===== src/rtl/vga_if.sv =====
// vga_if: pixel-tick/restart controls and raster timing outputs of the VGA timing generator.
interface vga_if #(
    parameter int CNT_W = 11
);
    logic             en;
    logic             frame_restart;
    logic [CNT_W-1:0] hcount;
    logic [CNT_W-1:0] vcount;
    logic             hsync;
    logic             vsync;
    logic             hblnk;
    logic             vblnk;
    logic             de;
    logic             new_line;
    logic             new_frame;

    modport master (
        input  en, frame_restart,
        output hcount, vcount, hsync, vsync, hblnk, vblnk, de, new_line, new_frame
    );

    modport slave (
        output en, frame_restart,
        input  hcount, vcount, hsync, vsync, hblnk, vblnk, de, new_line, new_frame
    );
endinterface


===== src/rtl/vga_timing_gen.sv =====
// vga_timing_gen: parametrised raster timing generator with pixel enable, sync polarity and frame restart.
module vga_timing_gen #(
    parameter int   H_ACTIVE  = 1024,
    parameter int   H_FP      = 24,
    parameter int   H_SYNC    = 136,
    parameter int   H_BP      = 160,
    parameter int   V_ACTIVE  = 768,
    parameter int   V_FP      = 3,
    parameter int   V_SYNC    = 6,
    parameter int   V_BP      = 29,
    parameter logic HSYNC_POL = 1'b0,
    parameter logic VSYNC_POL = 1'b0,
    parameter int   CNT_W     = 11
) (
    input  logic  clk,
    input  logic  rst_n,
    vga_if.master bus
);
    localparam int H_TOTAL = H_ACTIVE + H_FP + H_SYNC + H_BP;
    localparam int V_TOTAL = V_ACTIVE + V_FP + V_SYNC + V_BP;
    localparam logic [CNT_W-1:0] H_MAX  = CNT_W'(H_TOTAL - 1);
    localparam logic [CNT_W-1:0] V_MAX  = CNT_W'(V_TOTAL - 1);
    localparam logic [CNT_W-1:0] H_VIS  = CNT_W'(H_ACTIVE);
    localparam logic [CNT_W-1:0] V_VIS  = CNT_W'(V_ACTIVE);
    localparam logic [CNT_W-1:0] HS_BEG = CNT_W'(H_ACTIVE + H_FP);
    localparam logic [CNT_W-1:0] HS_END = CNT_W'(H_ACTIVE + H_FP + H_SYNC - 1);
    localparam logic [CNT_W-1:0] VS_BEG = CNT_W'(V_ACTIVE + V_FP);
    localparam logic [CNT_W-1:0] VS_END = CNT_W'(V_ACTIVE + V_FP + V_SYNC - 1);

    if ((2 ** CNT_W) < H_TOTAL || (2 ** CNT_W) < V_TOTAL) begin : g_width_check
        $error("vga_timing_gen: CNT_W too small for H_TOTAL/V_TOTAL");
    end

    logic             pending;
    logic             restart;
    logic [CNT_W-1:0] nh;
    logic [CNT_W-1:0] nv;

    // Next raster position; a restart (live or pending) overrides the natural advance.
    always_comb begin
        restart = bus.frame_restart | pending;
        nh = (restart || bus.hcount == H_MAX) ? '0 : bus.hcount + 1'b1;
        nv = restart ? '0 : (bus.hcount != H_MAX) ? bus.vcount : (bus.vcount == V_MAX) ? '0 : bus.vcount + 1'b1;
    end

    // Register position and all flags together from the next position so nothing skews.
    always_ff @(posedge clk or negedge rst_n) begin
        if (!rst_n) begin
            pending       <= 1'b0;
            bus.hcount    <= H_MAX;
            bus.vcount    <= V_MAX;
            bus.hblnk     <= 1'b1;
            bus.vblnk     <= 1'b1;
            bus.de        <= 1'b0;
            bus.hsync     <= ~HSYNC_POL;
            bus.vsync     <= ~VSYNC_POL;
            bus.new_line  <= 1'b0;
            bus.new_frame <= 1'b0;
        end else begin
            pending       <= ~bus.en & restart;
            bus.new_line  <= bus.en & (nh == '0);
            bus.new_frame <= bus.en & (nh == '0) & (nv == '0);
            if (bus.en) begin
                bus.hcount <= nh;
                bus.vcount <= nv;
                bus.hblnk  <= nh >= H_VIS;
                bus.vblnk  <= nv >= V_VIS;
                bus.de     <= (nh < H_VIS) && (nv < V_VIS);
                bus.hsync  <= (nh >= HS_BEG && nh <= HS_END) ? HSYNC_POL : ~HSYNC_POL;
                bus.vsync  <= (nv >= VS_BEG && nv <= VS_END) ? VSYNC_POL : ~VSYNC_POL;
            end
        end
    end
endmodule


===== src/flat_wrapper.sv =====
// flat-port wrapper written by rule: the top's interface ports become plain ports
module vga_timing_gen_flat 
#(
    parameter int   H_ACTIVE  = 1024,
    parameter int   H_FP      = 24,
    parameter int   H_SYNC    = 136,
    parameter int   H_BP      = 160,
    parameter int   V_ACTIVE  = 768,
    parameter int   V_FP      = 3,
    parameter int   V_SYNC    = 6,
    parameter int   V_BP      = 29,
    parameter logic HSYNC_POL = 1'b0,
    parameter logic VSYNC_POL = 1'b0,
    parameter int   CNT_W     = 11
)
  (clk, rst_n, bus_en, bus_frame_restart, bus_hcount, bus_vcount, bus_hsync, bus_vsync, bus_hblnk, bus_vblnk, bus_de, bus_new_line, bus_new_frame);
  vga_if #(.CNT_W(CNT_W)) bus_i ();
  input  logic clk;
  input  logic rst_n;
  input wire logic [$bits(bus_i.en)-1:0] bus_en;
  input wire logic [$bits(bus_i.frame_restart)-1:0] bus_frame_restart;
  output wire logic [$bits(bus_i.hcount)-1:0] bus_hcount;
  output wire logic [$bits(bus_i.vcount)-1:0] bus_vcount;
  output wire logic [$bits(bus_i.hsync)-1:0] bus_hsync;
  output wire logic [$bits(bus_i.vsync)-1:0] bus_vsync;
  output wire logic [$bits(bus_i.hblnk)-1:0] bus_hblnk;
  output wire logic [$bits(bus_i.vblnk)-1:0] bus_vblnk;
  output wire logic [$bits(bus_i.de)-1:0] bus_de;
  output wire logic [$bits(bus_i.new_line)-1:0] bus_new_line;
  output wire logic [$bits(bus_i.new_frame)-1:0] bus_new_frame;
  assign bus_i.en = bus_en;
  assign bus_i.frame_restart = bus_frame_restart;
  assign bus_hcount = bus_i.hcount;
  assign bus_vcount = bus_i.vcount;
  assign bus_hsync = bus_i.hsync;
  assign bus_vsync = bus_i.vsync;
  assign bus_hblnk = bus_i.hblnk;
  assign bus_vblnk = bus_i.vblnk;
  assign bus_de = bus_i.de;
  assign bus_new_line = bus_i.new_line;
  assign bus_new_frame = bus_i.new_frame;
  vga_timing_gen #(.H_ACTIVE(H_ACTIVE), .H_FP(H_FP), .H_SYNC(H_SYNC), .H_BP(H_BP), .V_ACTIVE(V_ACTIVE), .V_FP(V_FP), .V_SYNC(V_SYNC), .V_BP(V_BP), .HSYNC_POL(HSYNC_POL), .VSYNC_POL(VSYNC_POL), .CNT_W(CNT_W)) u_core (.clk(clk), .rst_n(rst_n), .bus(bus_i));
endmodule

===== config.mk =====
export PLATFORM = sky130hd
export DESIGN_NAME = vga_timing_gen_flat
export DESIGN_NICKNAME = d
export VERILOG_FILES = /design/src/rtl/vga_if.sv /design/src/rtl/vga_timing_gen.sv /design/src/flat_wrapper.sv
export SDC_FILE = /design/constraint.sdc
export NUM_CORES = 1
export LEC_CHECK = 0
export CORE_UTILIZATION = 46
export CTS_BUF_LIST = sky130_fd_sc_hd__clkbuf_4 sky130_fd_sc_hd__clkbuf_8
export DETAILED_ROUTE_END_ITERATION = 8
export DONT_BUFFER_PORTS = 1
export GPL_TIMING_DRIVEN = 0
export PLACE_DENSITY = 0.71
export REMOVE_ABC_BUFFERS = 1
export SYNTH_ARGS = -nofsm -noshare
export SYNTH_HDL_FRONTEND = slang
export SYNTH_SLANG_ARGS = --single-unit
export TNS_END_PERCENT = 1

===== constraint.sdc =====
create_clock -name clk -period 2.3 [get_ports clk]
set_input_delay 0.345 -clock clk [delete_from_list [all_inputs] [get_ports clk]]
set_output_delay 0.345 -clock clk [all_outputs]
set_load 0.1 [all_outputs]

==> impl_metrics.csv <==
group,metric,value,unit
place,place.gp.congestion,0.9101,
setup_path,cp.arrival,2990,ps
sta,hold_viol,0,
logic_synthesis,synthArstFlopShare,100.0,%
clock_network,cts_buffers,5,
logic_synthesis,netlist_top_cells_count,"32 x nand2_1, 27 x o21ai_0, 18 x nor2_1",
logic_synthesis,synth_warnings,0,
logic_synthesis,ys_ff_latch,30,
floorplanning,initial_core_util,48.38,%
layout,antenna_cells,0,
floorplanning,rows,24,
route,drcViolationCount,0,
route,via_per_inst,6.907,
global_route,grt_pass1_vias,2253,
pwr,leakage,0.9463,nW
logic_synthesis,synth_seq_area_share,36.15,%
setup_path,slowest_stage,"dfstp_4",
clock_network,h-tree-depth,2,
floorplanning,dieArea,4920,µm²
logic_synthesis,syn-instance-count,253,
layout,area_delta_synth_final,26.42,%
place,place_worst_setup_slack,-1174,ps
setup_path,r2r_slack,-510,ps
floorplanning,ioPinCount,33,
global_route,track_usage,27.97,%
sta,relSlewSlack,30.28,%
setup_path,critPathLaunchType,"flop",
logic_synthesis,synth_cell_types,64,
route,vias,2231,
sta,finalCritPeriodShare,122.2,%
clock_network,root_buffer,"clkbuf_8",
floorplanning,core-area,4414,µm²
clock_network,clock_path_buffers,2,
logic_synthesis,yosysTopAreaCellShare,20.91,%
place,place_inst,286,
pwr,p_per_area,415.9,nW/µm²
sta,worstMarginPinSlew,1046,ps
setup_path,critPathMaxStageDelay,860,ps
layout,drive_above_1_share,35.42,%
logic_synthesis,avgSynthCellArea,8.442,µm²
sta,setup-violations-final,10,
clock_network,cts_tree,"done",
logic_synthesis,synth_top_cell_by_area,"dfstp_2",
clock_network,clock_sinks,30,
pwr,irDropWorstVdd,0.0003085,V
sta,finalClockSkew,11.06,ps
setup_path,critical-path-top-delay-family,"simple AND/OR/NAND/NOR gates",
global_route,grt_max_degree,31,
setup_path,worstPathMaxFanout,9,
setup_path,crit_chain,"and3_1, nand3_4, o31a_1, nor4_4, nand4_1, a2111oi_2",
sta,slew_viol_final,0,
setup_path,cp-end-kind,"flop",
route,ant_nets,0,
place,hpwl,3697,µm
layout,fin_cells,323,
clock_network,clock_latency,290,ps
outcome,violations,"negative setup slack",
logic_synthesis,synthTopCellsByArea,"dfstp_2 21%, dfrtp_1 15%, o21ai_0 6.3%",
layout,fill_cells,354,
sta,rsz0062_at_grt,"yes",
outcome,status,"finished with violations",
floorplanning,dieHeight,70.14,µm
route,drtIter0Drc,255,
clock_network,path_clk_slew,70,ps
run,maxCapViolCount,0,
sta,clock.fmax,355.7,MHz
sta,fin_ws,-511.3,ps
logic_synthesis,synth_area,2136,µm²
route,routed_wl,6701,µm
global_route,grt_pass1_wl,10890,µm
logic_synthesis,synth_edf_count,0,
global_route,antenna_found_initial,0,
route,wire_per_inst,20.75,µm
setup_path,worst-path-buf-inv,0,
min_path,hp-class,"in2reg",
setup_path,crit_type,"reg2reg",
sta,period_minus_slack,2811,ps
logic_synthesis,ys.flop_type,"dfstp_2",
global_route,grt.overflow.total,0,
floorplanning,fp.dieW,70.14,µm
logic_synthesis,synth.most_common_cell,"nand2_1",
route,drt_pass1_iterations,5,
setup_path,required,2480,ps
place,placement.io_buffers,0,
layout,fin_nets,277,
area by class of cell:
type	count	area [µm²]	area share, %
clock buffer	6	76.32	2.827
clock inverter	2	10.01	0.3707
inverter	6	22.52	0.8341
multi-input combinational	198	1464	54.22
sequential	30	837.1	31.00
tap	52	65.06	2.410
timing repair buffer	29	225.2	8.341
layout by cell type, fill, tap and decap left out, drive strengths merged, types with 4 or more instances in the layout:
cell type,n
a31oi,4
buf,26
nand3,12
o21ai,27
dfstp,17
nand2,32
clkbuf,7
inv,5
nor4,5
nor3,7
o31ai,5
o2bb2ai,4
and3,12
dfrtp,13
nor2,18
a22o,5
nand4,6
path summary, 6_finish.rpt:
check | start | end | cells past startpoint
setup reg to reg | u_core.bus.hcount[5] | u_core.bus.new_frame | 6
max in group asynchronous | rst_n | u_core.bus.vcount[2] | 2
hold / removal | bus_en | u_core.bus.hcount[0] | 1
min in group asynchronous | rst_n | u_core.bus.hcount[7] | 2
setup / recovery | u_core.bus.hcount[5] | u_core.bus.new_frame | 6
hold reg to reg | u_core.pending | u_core.pending | 2
per-layer routing:
metal | track usage [%] | routed length, µm
met1 | 36.81 | 2793
met2 | 43.70 | 3169
met3 | 6.349 | 592
met4 | 12.89 | 145
met5 | 0 | 0
sequential cells by signal, summed over array words and instances, names as in the netlist:
signal                count
u_core.pending            1
u_core.bus.de             1
u_core.bus.vblnk          1
u_core.bus.new_frame      1
u_core.bus.hblnk          1
u_core.bus.hcount        11
u_core.bus.vsync          1
u_core.bus.hsync          1
u_core.bus.vcount        11
u_core.bus.new_line       1
report_power, final:
group	leakage [nW]	internal (mW)	switching, mW
Sequential	0.345	0.543	0.0710
Clock	0.0484	0.221	0.213
Combinational	0.552	0.0272	0.0481
Total	0.946	0.791	0.332
stage by stage:
step                TNS, ps  util [%]  hold WS, ps  cell area (µm²)  total power [mW]
finish                -2460     61.17        117.3             2700             1.123
global route          -3540     61.17        110.6             2700             1.150
CTS                   -1925     58.19        118.3             2569             1.116
detailed placement   -15500     47.90        50.45             2115            0.6719
global placement     -14720     47.90        50.14             2115            0.6710
floorplan             -4095         -        49.41             2049            0.6564
what timing repair did:
| action | 4_1_cts | 5_1_grt |
|---|---|---|
| endpoints found under the hold margin | 30 | 0 |
| buffers inserted | 19 | 8 |
| hold buffers | 2 | 0 |
| pin swaps | 11 | 16 |
| gates resized for setup | 50 | 16 |
| endpoints found under the setup margin | 27 | 19 |
cell families after synthesis:
family | Yosys count | share of synthesized area [%]
xor gates and xnor gates | 4 | 1.641
adders and majority gates | 3 | 1.758
and+or+nand+nor | 110 | 28.00
muxes | 4 | 1.933
DFF | 30 | 36.15
AOI/OAI and AO/OA | 77 | 25.42
buffers and inverters | 25 | 5.096
(Power assumes the default switching activity.)
